**src/rtl/sensor_scan_sequencer.sv**
```systemverilog
// Autonomous scan sequencer for DataAcquisitionIP_core.
// Walks an 8-entry command table, runs one core measurement per eligible
// slot and queues tagged results in a local FIFO for the CPU to drain.
module sensor_scan_sequencer #(
  parameter int FIFO_DEPTH     = 8,
  parameter int TIMEOUT_CYCLES = 4096
) (
  input  logic                         Clk,
  input  logic                         Rst,
  input  logic                         Start,
  input  logic                         Abort,
  input  logic                         Continuous,
  input  logic [7:0]                   SlotEnable,
  input  logic [255:0]                 SlotCommand,
  output logic [31:0]                  CPUCommand,
  output logic                         STATUS_CLEAR,
  input  logic [31:0]                  ResultForCPU,
  input  logic [2:0]                   StatusBits,
  input  logic                         FifoRdEn,
  output logic [36:0]                  FifoData,
  output logic                         FifoEmpty,
  output logic                         FifoFull,
  output logic [$clog2(FIFO_DEPTH):0]  FifoCount,
  output logic                         Busy,
  output logic                         ScanDone,
  output logic                         Fault
);

  localparam int AW = $clog2(FIFO_DEPTH);
  localparam int CW = AW + 1;
  localparam int TW = $clog2(TIMEOUT_CYCLES) + 1;

  typedef enum logic [2:0] {
    S_IDLE      = 3'd0,
    S_SELECT    = 3'd1,
    S_ISSUE     = 3'd2,
    S_WAIT_DONE = 3'd3,
    S_CAPTURE   = 3'd4,
    S_CLEAR     = 3'd5,
    S_SETTLE    = 3'd6,
    S_FAULT     = 3'd7
  } state_t;

  state_t          state_r, state_s;
  logic [2:0]      ptr_r, ptr_s;
  logic            abort_r, abort_s;
  logic [TW-1:0]   tmo_r, tmo_s;
  logic [31:0]     cmd_s;
  logic            scan_done_s;
  logic            push_s;
  logic [36:0]     push_data_s;
  logic [31:0]     slot_cmd_s;
  logic            eligible_s;
  logic            abort_eff_s;

  logic [36:0]     mem_r [FIFO_DEPTH];
  logic [AW-1:0]   wr_ptr_r, rd_ptr_r, rd_next_s;
  logic [CW-1:0]   count_s, count_less_pop_s;
  logic            pop_s;
  logic [36:0]     head_s;

  // A zero command never starts the core, so such a slot is treated as disabled.
  assign slot_cmd_s  = SlotCommand[{ptr_r, 5'd0} +: 32];
  assign eligible_s  = SlotEnable[ptr_r] & (slot_cmd_s != 32'd0);
  // An Abort arriving this cycle acts as if it were already latched.
  assign abort_eff_s = abort_r | Abort;

  // Next-state and datapath decisions for the scan controller.
  always_comb begin
    state_s     = state_r;
    ptr_s       = ptr_r;
    abort_s     = abort_r;
    tmo_s       = tmo_r;
    cmd_s       = CPUCommand;
    scan_done_s = 1'b0;
    push_s      = 1'b0;
    push_data_s = 37'd0;
    case (state_r)
      S_IDLE: begin
        abort_s = 1'b0;
        if (Start) begin
          ptr_s   = 3'd0;
          state_s = S_SELECT;
        end else begin
          state_s = S_IDLE;
        end
      end
      S_SELECT: begin
        if (abort_eff_s) begin
          state_s     = S_IDLE;
          abort_s     = 1'b0;
          scan_done_s = 1'b1;
        end else if (eligible_s) begin
          cmd_s   = slot_cmd_s;
          state_s = S_ISSUE;
        end else if (ptr_r != 3'd7) begin
          ptr_s = ptr_r + 3'd1;
        end else if (Continuous) begin
          ptr_s = 3'd0;
        end else begin
          state_s     = S_IDLE;
          scan_done_s = 1'b1;
        end
      end
      S_ISSUE: begin
        abort_s = abort_eff_s;
        // Busy or done proves the core took the command; drop it so the
        // core cannot restart when it returns to idle.
        if (StatusBits[2] | StatusBits[0]) begin
          cmd_s   = 32'd0;
          tmo_s   = TW'(0);
          state_s = S_WAIT_DONE;
        end else begin
          state_s = S_ISSUE;
        end
      end
      S_WAIT_DONE: begin
        abort_s = abort_eff_s;
        if (StatusBits[0]) begin
          state_s = S_CAPTURE;
        end else if (tmo_r == TW'(TIMEOUT_CYCLES - 1)) begin
          push_s      = ~FifoFull;
          push_data_s = {1'b1, ptr_r, 1'b0, 32'd0};
          state_s     = S_FAULT;
        end else begin
          tmo_s = tmo_r + TW'(1);
        end
      end
      S_CAPTURE: begin
        abort_s = abort_eff_s;
        if (abort_eff_s) begin
          state_s = S_CLEAR;
        end else if (!FifoFull) begin
          push_s      = 1'b1;
          push_data_s = {1'b0, ptr_r, StatusBits[1], ResultForCPU};
          state_s     = S_CLEAR;
        end else begin
          state_s = S_CAPTURE;
        end
      end
      S_CLEAR: begin
        abort_s = abort_eff_s;
        state_s = S_SETTLE;
      end
      S_SETTLE: begin
        abort_s = abort_eff_s;
        if (StatusBits[0]) begin
          state_s = S_SETTLE;
        end else if (abort_eff_s) begin
          state_s     = S_IDLE;
          abort_s     = 1'b0;
          scan_done_s = 1'b1;
        end else if (ptr_r != 3'd7) begin
          ptr_s   = ptr_r + 3'd1;
          state_s = S_SELECT;
        end else if (Continuous) begin
          ptr_s   = 3'd0;
          state_s = S_SELECT;
        end else begin
          state_s     = S_IDLE;
          scan_done_s = 1'b1;
        end
      end
      S_FAULT: begin
        abort_s = 1'b0;
        state_s = S_FAULT;
      end
      default: begin
        state_s = S_IDLE;
        abort_s = 1'b0;
        cmd_s   = 32'd0;
      end
    endcase
  end

  // Controller state and registered control outputs.
  always_ff @(posedge Clk) begin
    if (Rst) begin
      state_r      <= S_IDLE;
      ptr_r        <= 3'd0;
      abort_r      <= 1'b0;
      tmo_r        <= TW'(0);
      CPUCommand   <= 32'd0;
      STATUS_CLEAR <= 1'b0;
      Busy         <= 1'b0;
      ScanDone     <= 1'b0;
      Fault        <= 1'b0;
    end else begin
      state_r      <= state_s;
      ptr_r        <= ptr_s;
      abort_r      <= abort_s;
      tmo_r        <= tmo_s;
      CPUCommand   <= cmd_s;
      STATUS_CLEAR <= (state_s == S_CLEAR);
      Busy         <= (state_s != S_IDLE) && (state_s != S_FAULT);
      ScanDone     <= scan_done_s;
      Fault        <= (state_s == S_FAULT);
    end
  end

  // Pushes are only issued when not full, so only the pop needs guarding.
  assign pop_s            = FifoRdEn & ~FifoEmpty;
  assign count_less_pop_s = FifoCount - CW'(pop_s);
  assign count_s          = count_less_pop_s + CW'(push_s);
  assign rd_next_s        = rd_ptr_r + AW'(pop_s);

  // Head entry for the next cycle; bypass the write when the FIFO drains to the new entry.
  always_comb begin
    if (count_s == CW'(0)) begin
      head_s = 37'd0;
    end else if (push_s && (count_less_pop_s == CW'(0))) begin
      head_s = push_data_s;
    end else begin
      head_s = mem_r[rd_next_s];
    end
  end

  // Result storage; contents are only visible once the count covers them.
  always_ff @(posedge Clk) begin
    if (push_s) begin
      mem_r[wr_ptr_r] <= push_data_s;
    end else begin
      mem_r[wr_ptr_r] <= mem_r[wr_ptr_r];
    end
  end

  // FIFO pointers, occupancy and registered head/flags.
  always_ff @(posedge Clk) begin
    if (Rst) begin
      wr_ptr_r  <= AW'(0);
      rd_ptr_r  <= AW'(0);
      FifoCount <= CW'(0);
      FifoData  <= 37'd0;
      FifoEmpty <= 1'b1;
      FifoFull  <= 1'b0;
    end else begin
      wr_ptr_r  <= wr_ptr_r + AW'(push_s);
      rd_ptr_r  <= rd_next_s;
      FifoCount <= count_s;
      FifoData  <= head_s;
      FifoEmpty <= (count_s == CW'(0));
      FifoFull  <= (count_s == CW'(FIFO_DEPTH));
    end
  end

endmodule

```
**config.mk**
```make
export PLATFORM = sky130hd
export DESIGN_NAME = sensor_scan_sequencer
export DESIGN_NICKNAME = d
export VERILOG_FILES = /design/src/rtl/sensor_scan_sequencer.sv
export SDC_FILE = /design/constraint.sdc
export NUM_CORES = 1
export LEC_CHECK = 0
export ABC_AREA = 1
export BUFFER_PORTS_ARGS = -buffer_cell sky130_fd_sc_hd__buf_2
export CAP_MARGIN = 25
export CORE_ASPECT_RATIO = 0.9
export CORE_UTILIZATION = 25
export DETAILED_ROUTE_END_ITERATION = 7
export PLACE_DENSITY = 0.53
export SYNTH_ARGS = -nofsm -noshare
export SYNTH_HDL_FRONTEND = slang
export SYNTH_SLANG_ARGS = --single-unit
```
**constraint.sdc**
```tcl
create_clock -name Clk -period 4.5 [get_ports Clk]
set_input_delay 0.225 -clock Clk [delete_from_list [all_inputs] [get_ports Clk]]
set_output_delay 0.225 -clock Clk [all_outputs]
set_load 0.1 [all_outputs]
```
Yosys cells after proc, flatten, opt, wreduce, memory -nomap -nowiden
Memory sizes are Yosys's and may differ from the RTL's.
Cells that the tools add are included.
{ "word_totals": {"reg_bits": 105, "mem_bits_rw": 296, "inputBits": 305, "output_inout_bits": 79, "word_cells": 130, "memories": 1} }
{ "op_classes": {"n_addsub": 6, "magnitude_cmp": 1, "eq_ne": 24, "shifts": 1, "mux": 58, "bitwise": 7, "reduce_logical": 17} }
{ "memory_table": {"columns": ["memory", "depth", "width", "rd", "rd_ports_with_merged_regs", "write_ports", "line_no", "rtl"], "rows": [
  ["mem_r", 8, 37, 1, 0, 1, "56", "logic [36:0] mem_r [FIFO_DEPTH];"]
]} }
{ "op_table": {"columns": ["cell", "n"], "rows": [
  ["$shiftx 256x9->32", 1],
  ["$mux 37", 4],
  ["$mux 32", 3],
  ["$pmux 37 s2", 1],
  ["$mux 36", 2],
  ["$pmux 32 s2", 1],
  ["$mux 3", 14],
  ["$mux 13", 3],
  ["$reduce_bool 32->1", 1],
  ["$pmux 13 s2", 1],
  ["$pmux 3 s8", 1],
  ["$mux 1", 23],
  ["$ne 2x2->1 const B", 10],
  ["$eq 3x3->1 const B", 6],
  ["$add 13x1->13 const B", 1],
  ["$eq 13x12->1 const B", 1],
  ["$pmux 3 s3", 1],
  ["$logic_not 4->1", 2],
  ["$reduce_and 4->1", 2],
  ["$add 3x1->3", 2],
  ["$eq 3x2->1 const B", 2],
  ["$ne 3x3->1 const B", 2],
  ["$reduce_and 6->1", 1],
  ["$reduce_bool 3->1", 2],
  ["other kinds (19)", 27]
]} }

Logic depth before layout (Yosys ltp)
{ "logic_depth": {"word_depth": 8, "ltp_mapped": 20} }

Worst setup path before layout
Ideal clock, no wire load.
{ "synth_path": {"path_kind": "register to register", "from": "register tmo_r[0]", "to": "memory mem_r[6][0], enable pin", "setup_time_ps": 478, "arrival_ps": 4078, "t_required_ps": 4022, "path_slack_ps": -56, "path_stages_with_launch": 10, "cell_sequence": "dfxtp_1 ha_1 nand3_1 nor3_1 nand3_1 nor3_4 nor2_2 nor3_4 nand2_1 nor3_1"} }
{ "synth_via": {"elab_chain_len": 7, "word_cells_on_any_way": 9} }
{ "synth_lines": {"columns": ["item", "line_no", "rtl"], "rows": [
  ["from (decl)", "47", "logic [TW-1:0] tmo_r, tmo_s;"],
  ["from (signal assigned)", "192", "tmo_r <= tmo_s;"],
  ["$eq 13x12->1 (*)", "121", "end else if (tmo_r == TW'(TIMEOUT_CYCLES - 1)) begin"],
  ["$mux 1 (*)", "121", null],
  ["$mux 1 (*)", "119", "if (StatusBits[0]) begin"],
  ["$pmux 1 s2 (*)", "78", "case (state_r)"],
  ["$mux 1, on equally long branches", "220, 223", null],
  ["$mux 1 (not written as such) or $reduce_and 2->1 (tied branches)", null, null],
  ["$or 1x1->1 (no line) (*)", null, null],
  ["to (decl)", "56", null]
]} }
Every way passes the cells marked *; elsewhere a longest branch is shown, timed or not.

Worst setup path after layout
{ "layout_path": {"from": "register tmo_r[0]", "to": "register FifoData[9]"} }
{ "layout_via": {"elab_chain_len": 7, "word_cells_on_any_way": 9} }
{ "layout_lines": {"columns": ["item", "line_no", "rtl"], "rows": [
  ["$eq 13x12->1 (*)", "121", null],
  ["$mux 1 (*)", "121", null],
  ["$mux 1 (*)", "119", null],
  ["$pmux 1 s2 (*)", "78", null],
  ["$add 4x1->4", "204", "assign count_s = count_less_pop_s + CW'(push_s);"],
  ["$logic_not 4->1", "209", "if (count_s == CW'(0)) begin"],
  ["$reduce_or 2->1 (no line)", null, null],
  ["to (signal assigned)", "240", "FifoData <= head_s;"],
  ["to (decl)", "20", "output logic [36:0] FifoData,"]
]} }
Marks and branches as above.
A chain may end at the register's enable or synchronous reset.

==> impl_metrics.py <==
metrics = {
    "synthesis": {
        "synth_top_family_by_area": "simple AND/OR/NAND/NOR gates",
        "synth_area_leaders": "edfxtp_1 47%, nand2_1 12%, dfxtp_1 11%",
        "synthMuxAreaShare_pct": 0,
        "synth_nets": 2422,
        "netlist_instances": 2106,
        "syn_area_per_cell_um2": 8.98,
        "synth_seq_cells": 401,
        "synth_top_area_share_pct": 47.0,
        "synth_area_leader_cell": "edfxtp_1",
        "yosys_warnings": 0,
        "synth_cell_types": 42,
        "yosysSeqAreaShare_pct": 58.1,
        "synth_compound_area_share_pct": 12.1,
        "synth_fa_ha_area_share_pct": 0.728,
        "yosys.area_share.simple_pct": 20.3,
        "synth-xor-area-share_pct": 0.278,
        "mappedNetlistArea_mm2": 0.0189,
    },
    "die": {
        "io_pins": 384,
        "die_w_um": 292,
        "initial_core_util_pct": 25.3,
        "die_y_um": 263,
        "rows": 95,
        "die-area_mm2": 0.0767,
        "core_region_area_mm2": 0.0748,
    },
    "sta": {
        "fin_crit_ns": 3.45,
        "clock.fmax_mhz": 290,
        "tightest_slew_ns": 0.992,
        "hold_violations": 0,
        "setup-tns-final_ns": 0,
        "timing.final.crit_share_pct": 76.7,
        "skew_ns": 0.0258,
        "slew_headroom_pct": 33.7,
        "finalWorstSetupSlack_ns": 1.05,
        "maxSlewViolCount": 0,
        "rsz0062_at_grt": "false",
        "setup_viol": 0,
        "whs_ns": 0.0597,
    },
    "routing": {
        "dr.pass1.iters": 5,
        "avgRoutedWirePerCell_um": 18.1,
        "vias": 15877,
        "drc_errors": 0,
        "ant_nets": 0,
        "drt-initial-drc-count": 1198,
        "vias_per_cell": 4.60,
        "wl_mm": 62.2,
    },
    "clock_tree": {
        "cts_tree": "done",
        "numCtsBuffers": 44,
        "cts.clk_slew.worst_paths_ns": 0.06,
        "root_buffer": "clkbuf_16",
        "h-tree-depth": 2,
        "cts.path.max_buffers": 3,
        "postCtsSetupBuffers": 0,
        "cts_sinks": 401,
        "clk_latency_ns": 0.58,
    },
    "place": {
        "hpwl_mm": 40.4,
        "gp_congestion": 0.913,
        "io_buffers": 383,
        "pre_cts_ws_ns": 0.997,
        "numPlacedInstances": 3363,
    },
    "min_path": {
        "min_path_cells": 3,
        "worstHoldPathType": "input pin to register",
        "hold-path-endpoint": "abort_r",
        "hold_path_startpoint": "Abort",
    },
    "global_routing": {
        "overflow": 0,
        "grt_antenna_before_repair": 4,
        "grt_pass1_vias": 15642,
        "grt_first_pass_wirelength_mm": 94.4,
        "grt_max_degree": 93,
        "grtUsageTotal_pct": 16.0,
    },
    "final_layout": {
        "drive_above_1_share_pct": 20.6,
        "utilization_pct": 31.1,
        "syn_to_final_growth_pct": 22.8,
        "final_cell_count_no_fill": 3448,
        "fillerInstances": 7864,
        "final_nets": 2757,
    },
    "critical_path": {
        "crit_required_ns": 4.92,
        "cp-end-kind": "register",
        "r2r_end": "FifoData[9]",
        "critPathArrivalTime_ns": 3.87,
        "rr_worst_depth": 15,
        "cp_max_fo": 13,
        "crit_type": "register to register",
        "start_kind": "register",
        "reg2reg_slack_ns": 1.05,
        "r2r-start": "tmo_r[0]",
    },
    "power_and_ir_drop": {
        "max-vdd-ir-drop_uv": 264,
        "p_leak_uw": 0.0103,
        "p_per_area_mw_per_mm2": 539,
    },
    "run": {
        "drv_cap": 0,
    },
    "outcome": {
        "status": "completed",
    },
}
==> critical path: stages, from the launching register on <==
cell and delay, ns:
dfxtp_1 0.34, ha_1 0.20, nand3_1 0.08, nor3_1 0.19, nand3_1 0.20, nor3_4 0.40
nor2_2 0.14, nor3_4 0.25, ha_1 0.23, ha_1 0.16, xnor2_1 0.15, nand3_1 0.12
nand2_1 0.08, nand2_1 0.10, inv_1 0.51, a311oi_1 0.14
==> how the worst max path moves through the flow <==
stage / slack [ns] / end / cells after the start / from
finish: 1.05 / FifoData[9] / 15 / tmo_r[0]
global route: 0.64 / FifoData[6] / 14 / tmo_r[5]
CTS: 0.98 / FifoData[8] / 15 / tmo_r[0]
detailed placement: 1.0 / FifoData[8] / 15 / tmo_r[0]
global placement: 1.03 / FifoData[8] / 14 / tmo_r[5]
floorplan: -0.06 / mem_r[6][0] / 9 / tmo_r[0]
==> layout make-up <==
type                       instances  area (µm²)  share of cell area, %
sequential                       401       11000                   47.4
multi-input combinational       1323        6400                   27.6
timing repair buffer             423        2260                   9.72
clock buffer                      63        1220                   5.27
tap                              970        1210                   5.23
inverter                         248         937                   4.04
clock inverter                    17         183                  0.787
antenna                            3        7.51                 0.0323
==> state kept, by name, indices dropped and copies added (netlist names), 3 cells and up <==
name	cells
ptr_r	3
rd_ptr_r	3
CPUCommand	32
FifoCount	4
state_r	3
tmo_r	13
wr_ptr_r	3
mem_r	296
FifoData	37
==> layer usage <==
metal  wire (µm)  track usage, %
met1       28400            21.6
met2       28800            25.9
met3        3510            2.82
met4        1570            5.09
met5           0               0
==> cell usage after synthesis, drive strengths merged <==
cell	instances
nor4	1
clkinv	3
and2	1
xor2	1
o211ai	2
ha	11
a2bb2oi	1
nor3b	1
nand2	626
o21ai	45
dfxtp	105
a31oi	26
a32o	1
a211oi	3
inv	245
edfxtp	296
xnor2	5
or2	1
a21oi	195
o211a	1
buf	61
o21a	1
o22ai	1
nor2	113
a311oi	12
nand4	1
a221o	74
nand3	184
clkbuf	73
o31ai	1
nor3	15
==> per-stage QoR <==
| stage | total power [µW] | area, µm² |
|---|---|---|
| detailed placement | 9070 | 21800 |
| finish | 12500 | 23200 |
| floorplan | 7850 | 18900 |
| global placement | 9080 | 21800 |
| CTS | 12600 | 23200 |
| global route | 13200 | 23200 |
==> timing repair <==
action	in CTS	in global routing
hold buffers	1	0
endpoints found under the setup margin	0	0
endpoints found under the hold margin	1	0
resized for setup	0	0
==> cell families (layout without fill, tap and decap cells) <==
logic type | after synthesis | count (layout)
AND/OR/NAND/NOR | 943 | 943
flip-flops | 401 | 401
XOR/XNOR | 6 | 6
AO/OA/AOI/OAI | 363 | 363
adder cells (fa/ha/maj) | 11 | 11
buffers and inverters | 382 | 751
other | 0 | 3
==> layout by cell type (no fill, tap or decap), types with 9 or more instances in the layout <==
cell | Yosys | routed
buf_4 | 8 | 36
edfxtp_1 | 296 | 296
ha_1 | 11 | 9
a221o_1 | 74 | 74
nand3_1 | 183 | 183
o21ai_1 | 14 | 14
a311oi_1 | 12 | 12
clkbuf_1 | 72 | 15
a21oi_1 | 195 | 195
buf_2 | 31 | 383
clkbuf_16 | 0 | 45
o21ai_0 | 31 | 31
nand2_1 | 626 | 625
dfxtp_1 | 105 | 103
nor2_1 | 111 | 107
a31oi_1 | 26 | 26
inv_1 | 241 | 240
nor3_1 | 13 | 9
==> power by group <==
group,leakage [µW],total [µW],switching (µW),internal (µW)
clock,0.000681,3520,1500,2020
combinational,0.00591,4760,3630,1130
sequential,0.00372,4220,110,4110
Note: power is estimated with default switching activity, not from simulation.
